### src/rtl/seq_det_param.sv
// Parametrised serial bit-pattern detector with reloadable pattern, optional
// overlap, input qualifier and a saturating match counter.
module seq_det_param #(
  parameter int                 PAT_LEN = 4,
  parameter logic [PAT_LEN-1:0] PATTERN = 4'b1101,
  parameter int                 OVERLAP = 1,
  parameter int                 CNT_W   = 8
) (
  input  logic               Clk,
  input  logic               Rst,
  input  logic               En,
  input  logic               B,
  input  logic               Pat_Ld,
  input  logic [PAT_LEN-1:0] Pat_In,
  input  logic               Cnt_Clr,
  output logic               w,
  output logic [CNT_W-1:0]   Match_Cnt,
  output logic [PAT_LEN-1:0] Pat_Cur
);

  localparam int FILL_W = $clog2(PAT_LEN + 1);
  localparam logic [FILL_W-1:0] FILL_FULL = FILL_W'(PAT_LEN);
  localparam logic [CNT_W-1:0]  CNT_MAX   = '1;

  logic [PAT_LEN-1:0] pat;
  logic [PAT_LEN-1:0] hist;
  logic [FILL_W-1:0]  fill;

  logic [PAT_LEN-1:0] hist_n;
  logic [FILL_W-1:0]  fill_n;
  logic               match;

  // fill guards against a zero-filled history matching an all-zero pattern
  always_comb begin
    hist_n = {hist[PAT_LEN-2:0], B};
    fill_n = (fill == FILL_FULL) ? fill : fill + 1'b1;
    match  = En && !Pat_Ld && (hist_n == pat) && (fill_n == FILL_FULL);
  end

  always_ff @(posedge Clk) begin
    if (Rst) begin
      pat       <= PATTERN;
      hist      <= '0;
      fill      <= '0;
      w         <= 1'b0;
      Match_Cnt <= '0;
    end else begin
      if (Pat_Ld) begin
        pat  <= Pat_In;
        hist <= '0;
        fill <= '0;
        w    <= 1'b0;
      end else if (En) begin
        hist <= hist_n;
        fill <= (match && (OVERLAP == 0)) ? '0 : fill_n;
        w    <= match;
      end else begin
        w <= 1'b0;
      end

      // a clear coinciding with a match still counts that match
      if (match) begin
        if (Cnt_Clr)
          Match_Cnt <= CNT_W'(1);
        else if (Match_Cnt != CNT_MAX)
          Match_Cnt <= Match_Cnt + 1'b1;
      end else if (Cnt_Clr) begin
        Match_Cnt <= '0;
      end
    end
  end

  assign Pat_Cur = pat;

endmodule
### config.mk
export PLATFORM = sky130hd
export DESIGN_NAME = seq_det_param
export DESIGN_NICKNAME = d
export VERILOG_FILES = /design/src/rtl/seq_det_param.sv
export SDC_FILE = /design/constraint.sdc
export NUM_CORES = 1
export LEC_CHECK = 0
export ABC_AREA = 1
export CAP_MARGIN = 40
export CORE_UTILIZATION = 45
export CTS_CLUSTER_SIZE = 40
export DETAILED_ROUTE_END_ITERATION = 10
export DONT_BUFFER_PORTS = 1
export PLACE_DENSITY_LB_ADDON = 0.25
export SLEW_MARGIN = 15
export SYNTH_ARGS = -nofsm -noshare
export SYNTH_HDL_FRONTEND = slang
export SYNTH_SLANG_ARGS = --single-unit
export TNS_END_PERCENT = 50
### constraint.sdc
create_clock -name Clk -period 1.78 [get_ports Clk]
set_input_delay 0.267 -clock Clk [delete_from_list [all_inputs] [get_ports Clk]]
set_output_delay 0.267 -clock Clk [all_outputs]
set_load 0.05 [all_outputs]
After elaboration in Yosys (flattened, before gate mapping) --
Index checks and enable logic that the tools add are counted.
Storage, ports and cells: word-level logic and storage cells 26, flip-flop bits (word level) 19, bits in latches 0, RAM bits 0, memory bits (read-only) 0, memories 0
Operators by class: reduce and logical (&&, ||, !) cells 9, multiplexer cells 5, multiply operators 0, add/subtract/negate cells 2, order comparisons 0, eq/ne operators 4, bitwise gates (word level) 1, shifts and indexed selects 0, div/mod/pow operators 0
Operators by type and width (count):
- 8-bit two-way mux | 4
- 8-bit by 1-bit adder with 8-bit output, second input constant | 1
- 8-bit inequality test, second input constant | 1
- 3-bit equality test, second input constant | 2
- 4-bit equality test | 1
- 2-bit nonzero test | 2
- 3-bit by 1-bit adder with 3-bit output, second input constant | 1
- 1-bit logical AND | 3
- 3-bit two-way mux | 1
- 3-bit OR reduction | 1
- 2-bit AND reduction | 1
- 2-bit OR reduction | 1
- 1-bit zero test | 1
- 1-bit inverter | 1

Logic depth before layout (Yosys ltp) --
Gate-level depths: netlist (run 1).
depth after elaboration 6, mapped depth 10

Worst setup path before layout (run 1) --
Ideal clock, no wire load.
kind flip-flop to flip-flop, start register Match_Cnt[0], end register Match_Cnt[7], setup slack -0.007 ns, arrival time 1.717 ns, period minus slack after synthesis 1.787 ns, buffers on the path 0, stages on the path, launching flop included 8, data required time 1.709 ns, path through dfxtp_1 -> ha_1 -> nand2_1 -> nor2_2 -> nand3_2 -> nand4_2 -> nand3_1 -> a21oi_1
Between the ends: longest elaborated chain between the ends 4, elaborated cells between the ends (all ways) 7, classes of those cells add/sub (1); eq/ne (1); mux (3); reduce/logical (2)
Ends and longest elaborated chain:
- from (decl) | RTL line 17 | output logic [CNT_W-1:0] Match_Cnt,
- from (signal assigned) | RTL line 66 | Match_Cnt <= Match_Cnt + 1'b1;
- 8-bit by 1-bit adder with 8-bit output | RTL line 66
- 8-bit two-way mux | RTL line 65 | else if (Match_Cnt != CNT_MAX)
- 8-bit two-way mux | RTL line 63 | if (Cnt_Clr)
- 8-bit two-way mux | RTL line 62 | if (match) begin
Several ways; a longest one is shown, not always the timed one. The select of a mux whose other input is x is not followed. A chain may end at the register's enable or synchronous reset.

Worst setup path in the final report (run 1) --
start register fill[0], end register Match_Cnt[5]
Between the ends: longest elaborated chain between the ends 6, elaborated cells between the ends (all ways) 8, classes of those cells add/sub (1); eq/ne (2); mux (2); reduce/logical (3)
Ends and longest elaborated chain:
- from (decl) | RTL line 27 | logic [FILL_W-1:0] fill;
- from (signal assigned) | RTL line 55 | fill <= (match && (OVERLAP == 0)) ? '0 : fill_n;
- 3-bit by 1-bit adder with 3-bit output / 3-bit equality test (equally long branches) | RTL line 36 | fill_n = (fill == FILL_FULL) ? fill : fill + 1'b1;
- 3-bit two-way mux (*) | RTL line 36
- 3-bit equality test (*) | RTL line 37 | match = En && !Pat_Ld && (hist_n == pat) && (fill_n == FILL_FULL);
- 1-bit logical AND (*) | RTL line 37
- 2-bit nonzero test (no source line)
- 2-bit AND reduction (no source line)
Mark *: on every way between the ends. The rest lies on a longest branch, timed or not.

==> results of run 1 <==
## report_power, final
group	internal (W)	switching [W]	leakage [nW]
Clock	0.0000872	0.000137	0.0150
Sequential	0.000437	0.0000101	0.155
Combinational	0.0000368	0.0000813	0.460
## flip-flops by register name (all words and copies together) (netlist names)
name	count
Pat_Cur	4
Match_Cnt	8
w	1
hist	3
fill	3
## cells by family (layout without fill, tap and decap cells)
kind of cell	count (synthesis)	count (layout)
compound gates	30	30
flops	19	19
fa+ha+maj	3	3
buf+inv	31	43
xor+xnor	3	3
simple gates	81	81
## cell type report
| cell class | count | area [µm²] |
|---|---|---|
| clock buffers | 4 | 26.28 |
| fillers | 235 | 1021 |
| inverters | 27 | 101.3 |
| multi-input cells | 117 | 641.9 |
| flip-flops and latches | 19 | 381.6 |
| well taps | 28 | 35.03 |
| repair buffers | 12 | 90.09 |
## layer usage
| metal | share of wire, % | vias to the layer above | global-route usage [%] |
|---|---|---|---|
| met1 | 48 | 501 | 27.14 |
| li1 | - | 568 | - |
| met2 | 48 | 20 | 32.48 |
| met4 | 0.67 | 0 | 8.772 |
| met5 | 0 | - | 0 |
| met3 | 3.6 | 2 | 3.478 |
## cell usage after synthesis (2+ instances only)
cell and instances:
a21oi_1 18, buf_2 2, dfxtp_1 19, ha_1 3, inv_1 27, nand2_1 35
nand2_2 4, nand3_1 14, nand3_2 3, nand4_1 5, nor2_1 12, nor3_1 4
o211ai_1 2, o21ai_0 9, xor2_1 3
## worst paths after layout
check	endpoint	cells after the start	slack [ns]	from
hold / removal	Match_Cnt[0]	1	0.02	Rst
setup / recovery	Match_Cnt[5]	9	0.15	fill[0]
setup reg to reg	Match_Cnt[5]	9	0.15	fill[0]
hold reg to reg	hist[2]	2	0.48	hist[2]
## stage by stage
step                area (µm²)  setup WS, ns  hold slack (ns)  util (%)
floorplan                 1137      0.003915           0.3667         -
global placement          1241        0.2145           0.3350     54.03
detailed placement        1241        0.1484           0.3404     54.03
CTS                       1267        0.1318         0.008343     55.17
global route              1276       0.02111         0.001890     55.56
finish                    1276        0.1535          0.01632     55.56
## worst max-delay path, stage by stage (launching register included)
cell and delay (ns):
dfxtp_1 0.39, inv_1 0.10, ha_1 0.24, nand2_2 0.11, nand2_1 0.08, nand2_2 0.11, nand3b_4 0.11, nor2_8 0.18
nand4_1 0.10, a21oi_1 0.16
==> results.md, run 1 <==
* Crit end category: register
* CP Launch Type: register
* Required @ worst endpoint at 2.02 ns
* Crit path DAT at 1.86 ns
* Die ar. at 0.002730 mm²
* Buffers on Ports at 0
* Root Buffer: clkbuf_4
* Max FO, Critical Path at 8
* Compound-Gate Fraction of Synth Area at 13.88%
* Unrepaired setup endpoints after global routing: no
* Post_cts resized at 0
* Post-Layout Cell Count at 207
* Asr flop ratio synth at 0%
* Synth Register Bits at 19
* CTS Buf Count at 3
* Postcts setup bufs at 0
* Layout cells sized above 1 at 15.08%
* Post-Synthesis Cells at 167
* Ys flop type: dfxtp_1
* Die Wd at 52.25 µm
* Final period util at 91.38%
* Routed vias/inst at 5.271
* CTS tree: done
* Core outline area at 0.002297 mm²
* Final Max Tran Viols at 0
* Syn_nets at 180
* Total gr overflow at 0
* Leakage at 0.6303 nW
* Final setup vio count at 0
* Commonest non-fill, non-tap cell in the layout: nand2_1
* WL per Instance at 12.19 µm
* Mux contribution to synthesized area at 0%
* Synth Area in Adders at 3.304%
* Post-synthesis sequential area ratio at 33.48%
* Placer Congestion at 0.8204
* Layout Skew at 0.01009 ns
* Slew @ Worst Pin at 0.4701 ns
* Ant. Diodes at 0
* Number of synthesized flops with an enable pin at 0
* FMAX at 614.8 MHz
* Simple-gate share of the synthesized area at 36.23%
* Area grow syn2layout at 12.33%
* Synth Area in XOR/XNOR at 2.313%
* Vias at 1091
* Hpwl dp at 1919 µm
* Vias in the first global route at 985
* Clock-pin slew on the worst setup and hold paths at 0.12 ns
* Syn_area_per_cell at 6.803 µm²
* Mapped Area at 0.001136 mm²
* Worst slew margin at 68.61%
* Setup TNS at 0 ns
* Hold Fails Final Rpt at 0
* DRT Pass-1 Iters at 4
* Placed insts at 203
* Largest net degree at the start of global routing at 15
* Initial antenna violation count at 0
* DRC at 0
* Critical path class: register to register
* Top cell type's share of synthesized area at 33.48%
* Num rows at 17
* Post-DRT Antenna Nets at 0
* CTS Sinks at 19
* Tmin final at 1.626 ns
* Die H at 52.25 µm
* DR iter-0 viols at 27
* Most frequent cells in the layout: nand2_1 (35), inv_1 (27), dfxtp_1 (18), a21oi_1 (18), nand3_1 (14)
* First-pass GRT wire length at 4140 µm
* Initial Utilization at 49.46%
* Number of library cell types mapped by synthesis at 22
* Combinational family with the most area after synthesis: simple AND/OR/NAND/NOR gates
* Worst vdd ir at 362.0 µV
* CTS H-Tree Depth at 1
* Main area contributors after synthesis: dfxtp_1 (33%), nand2_1 (12%), inv_1 (8.9%)
* Count of hold-fix buffers inserted at cts at 0
* Worst-Skew Late Latency at 0.30 ns
* Max cap viols at 0
* Power Total at 0.0007893 W
* Top cell type by total area after synthesis: dfxtp_1
* Nets at 193
* Gr usage total at 20.45%
* Hold WC Path Type: input port to register
* Pwr dens at 618.5 mW/mm²
* CTS max path bufs at 2
* IO Pins at 23
* Status: finished, final reports clean
* Routed Wire Length at 2523 µm
* Yosys warning count at 0
Note: power is estimated with default switching activity, not from simulation.
==> run 2, diff against run 1 <==
--- a/config.mk
+++ b/config.mk
@@ -17,3 +17,3 @@
 export SYNTH_HDL_FRONTEND = slang
 export SYNTH_SLANG_ARGS = --single-unit
-export TNS_END_PERCENT = 50
+export TNS_END_PERCENT = 100
==> constraint.sdc (replaced) <==
create_clock -name Clk -period 1.78 [get_ports Clk]
set_input_delay 0.445 -clock Clk [delete_from_list [all_inputs] [get_ports Clk]]
set_output_delay 0.445 -clock Clk [all_outputs]
set_load 0.05 [all_outputs]
==> results.md, run 2 (synthesis results as in run 1) <==
* Setup TNS at 0 ns (unchanged)
* Crit path launch: fill[0] (unchanged)
* Num rows at 17 (unchanged)
* CTS Sinks at 19 (unchanged)
* Hold Fails Final Rpt at 0 (unchanged)
* Layout cells sized above 1 at 15.08% (unchanged)
* Logic gate share of total power at 14.9% (was 15.0%)
* Internal at 0.0005610 W (was 0.0005608 W)
* Max reg flops at 8 (unchanged)
* Crit end category: register (unchanged)
* Part of the power in registers at 56.3% (was 56.6%)
* Total gr overflow at 0 (unchanged)
* Unrepaired setup endpoints after global routing: no (unchanged)
* Leakage at 0.6303 nW (unchanged)
* Worst-case reg-to-reg path depth at 10 (was 9)
* Die H at 52.25 µm (unchanged)
* Layout Skew at 0.01148 ns (was 0.01009 ns)
* CP Buf/Inv Count at 2 (was 1)
* Placed insts at 203 (unchanged)
* Routed vias/inst at 5.285 (was 5.271)
* Clock network fraction of design power at 28.8% (was 28.4%)
* Tmin final at 1.637 ns (was 1.626 ns)
* Worst reg2reg endpoint: Match_Cnt[5] (unchanged)
* Critical path class: register to register (unchanged)
* Routed Wire Length at 2468 µm (was 2523 µm)
* Final Max Tran Viols at 0 (unchanged)
* Core outline area at 0.002297 mm² (unchanged)
* Worst vdd ir at 345.2 µV (was 362.0 µV)
* Vias in the first global route at 960 (was 985)
* Nets at 193 (unchanged)
* Dpl ws at 0.1295 ns (was 0.1484 ns)
* DRT Pass-1 Iters at 4 (unchanged)
* CP Depth at 10 (was 9)
* Placer Congestion at 0.8182 (was 0.8204)
* CTS Buf Count at 3 (unchanged)
* Post-Layout Cell Count at 207 (unchanged)
* Hold WC Path Type: input port to register (unchanged)
* Sw power at 0.0002332 W (was 0.0002285 W)
* CP delay by family, top: simple AND/OR/NAND/NOR gates (unchanged)
* Worst-Skew Late Latency at 0.31 ns (was 0.30 ns)
* Pwr dens at 622.3 mW/mm² (was 618.5 mW/mm²)
* Cells along the critical path: inv_1 > ha_1 > nand2_2 > nand2_1 > nand2_2 > nand2_1 > inv_1 > nand4_4 > nand3_1 > a21oi_1 (was inv_1 > ha_1 > nand2_2 > nand2_1 > nand2_2 > nand3b_4 > nor2_8 > nand4_1 > a21oi_1)
* Power Total at 0.0007942 W (was 0.0007893 W)
* Required @ worst endpoint at 1.98 ns (was 2.02 ns)
* Crit path max-delay cell type: dfxtp_1 (unchanged)
* Final instance area at 0.001276 mm² (unchanged)
* Initial Utilization at 49.46% (unchanged)
* Sink of the worst hold path: Match_Cnt[0] (unchanged)
* Hold Startpoint: Rst (unchanged)
* Ant. Diodes at 0 (unchanged)
* CTS tree: done (unchanged)
* Commonest non-fill, non-tap cell in the layout: nand2_1 (unchanged)
* Initial antenna violation count at 0 (unchanged)
* IO Pins at 23 (unchanged)
* First-pass GRT wire length at 3960 µm (was 4140 µm)
* Worst slew margin at 68.75% (was 68.61%)
* Hpwl dp at 1880 µm (was 1919 µm)
* CP Launch Type: register (unchanged)
* Placed Area at 0.001241 mm² (unchanged)
* Internal reg-to-reg setup slack at 0.14 ns (was 0.15 ns)
* Worst Hold Depth at 1 (unchanged)
* FMAX at 610.9 MHz (was 614.8 MHz)
* DR iter-0 viols at 22 (was 27)
* Vias at 1094 (was 1091)
* Sw Share at 29.36% (was 28.95%)
* Final setup vio count at 0 (unchanged)
* Post-DRT Antenna Nets at 0 (unchanged)
* Final period util at 91.96% (was 91.38%)
* Final worst setup slack at 0.1431 ns (was 0.1535 ns)
* Reg2reg start: fill[0] (unchanged)
* DRC at 0 (unchanged)
* Crit path DAT at 1.83 ns (was 1.86 ns)
* Buffers on Ports at 0 (unchanged)
* CTS max path bufs at 2 (unchanged)
* Slew @ Worst Pin at 0.4681 ns (was 0.4701 ns)
* Most frequent cells in the layout: nand2_1 (35), inv_1 (27), dfxtp_1 (18), a21oi_1 (18), nand3_1 (14) (unchanged)
* CTS H-Tree Depth at 1 (unchanged)
* Reg with most FFs: Match_Cnt (unchanged)
* Clock-pin slew on the worst setup and hold paths at 0.12 ns (about the same)
* Root Buffer: clkbuf_4 (unchanged)
* Max cap viols at 0 (unchanged)
* Gr usage total at 19.68% (was 20.45%)
* Count of hold-fix buffers inserted at cts at 0 (unchanged)
* Max FO, Critical Path at 8 (unchanged)
* Crit path largest cell delay at 0.39 ns (about the same)
* Die Wd at 52.25 µm (unchanged)
* Die ar. at 0.002730 mm² (unchanged)
* Largest net degree at the start of global routing at 15 (unchanged)
* WL per Instance at 11.92 µm (was 12.19 µm)
* Fill cells at 224 (was 235)
* Area grow syn2layout at 12.33% (unchanged)
* Status: finished, final reports clean (unchanged)
==> run 2: layout make-up <==
class	instances	area [µm²]	share of cell area [%]
repair buffers	12	90.09	7.059
well taps	28	35.03	2.745
flip-flops and latches	19	381.6	29.90
clock buffers	4	26.28	2.059
inverters	27	101.3	7.941
multi-input cells	117	641.9	50.29
==> run 2: per-layer routing <==
| layer | up-vias | part of all wire (%) | routed length, µm | global-route usage, % |
|---|---|---|---|---|
| met2 | 21 | 47 | 1168 | 31.84 |
| met1 | 501 | 48 | 1177 | 25.04 |
| met4 | 0 | 1.8 | 44 | 9.211 |
| met5 | - | 0 | 0 | 0 |
| met3 | 5 | 3.2 | 78 | 3.768 |
| li1 | 567 | - | - | - |
==> run 2: repair_timing <==
action                     in CTS  in global routing
setup endpoints to repair       0                  7
buffers inserted                0                  0
gates resized for setup         0                  1
==> run 2: worst max path at each step <==
| stage | endpoint |
|---|---|
| 2_1_floorplan | Match_Cnt[7] |
| 3_3_place_gp | Match_Cnt[0] |
| 3_5_place_dp | Match_Cnt[0] |
| 4_1_cts | Match_Cnt[0] |
| 5_1_grt | Match_Cnt[7] |
| 6_report | Match_Cnt[5] |
==> run 2: power groups by stage <==
stage | clock (W) | sequential [W] | combinational (W)
3_3_place_gp | 0 | 0.000456 | 0.000114
2_1_floorplan | 0 | 0.000476 | 0.0000810
4_1_cts | 0.000235 | 0.000447 | 0.000116
5_1_grt | 0.000253 | 0.000449 | 0.000129
6_report | 0.000229 | 0.000447 | 0.000118
3_5_place_dp | 0 | 0.000457 | 0.000116
==> run 2: worst register-to-register path: stages (launching register included) <==
cell and delay (ns):
dfxtp_1 0.39, inv_1 0.10, ha_1 0.24, nand2_2 0.11, nand2_1 0.09, nand2_2 0.12
nand2_1 0.06, inv_1 0.09, nand4_4 0.16, nand3_1 0.11, a21oi_1 0.07
==> run 2: per-stage QoR <==
step / utilization (%) / hold slack, ns
final: 55.56 / 0.1851
after global routing: 55.56 / 0.1686
after CTS: 55.17 / 0.1817
after detailed placement: 54.03 / 0.4660
after global placement: 54.03 / 0.4566
after floorplan: - / 0.4474
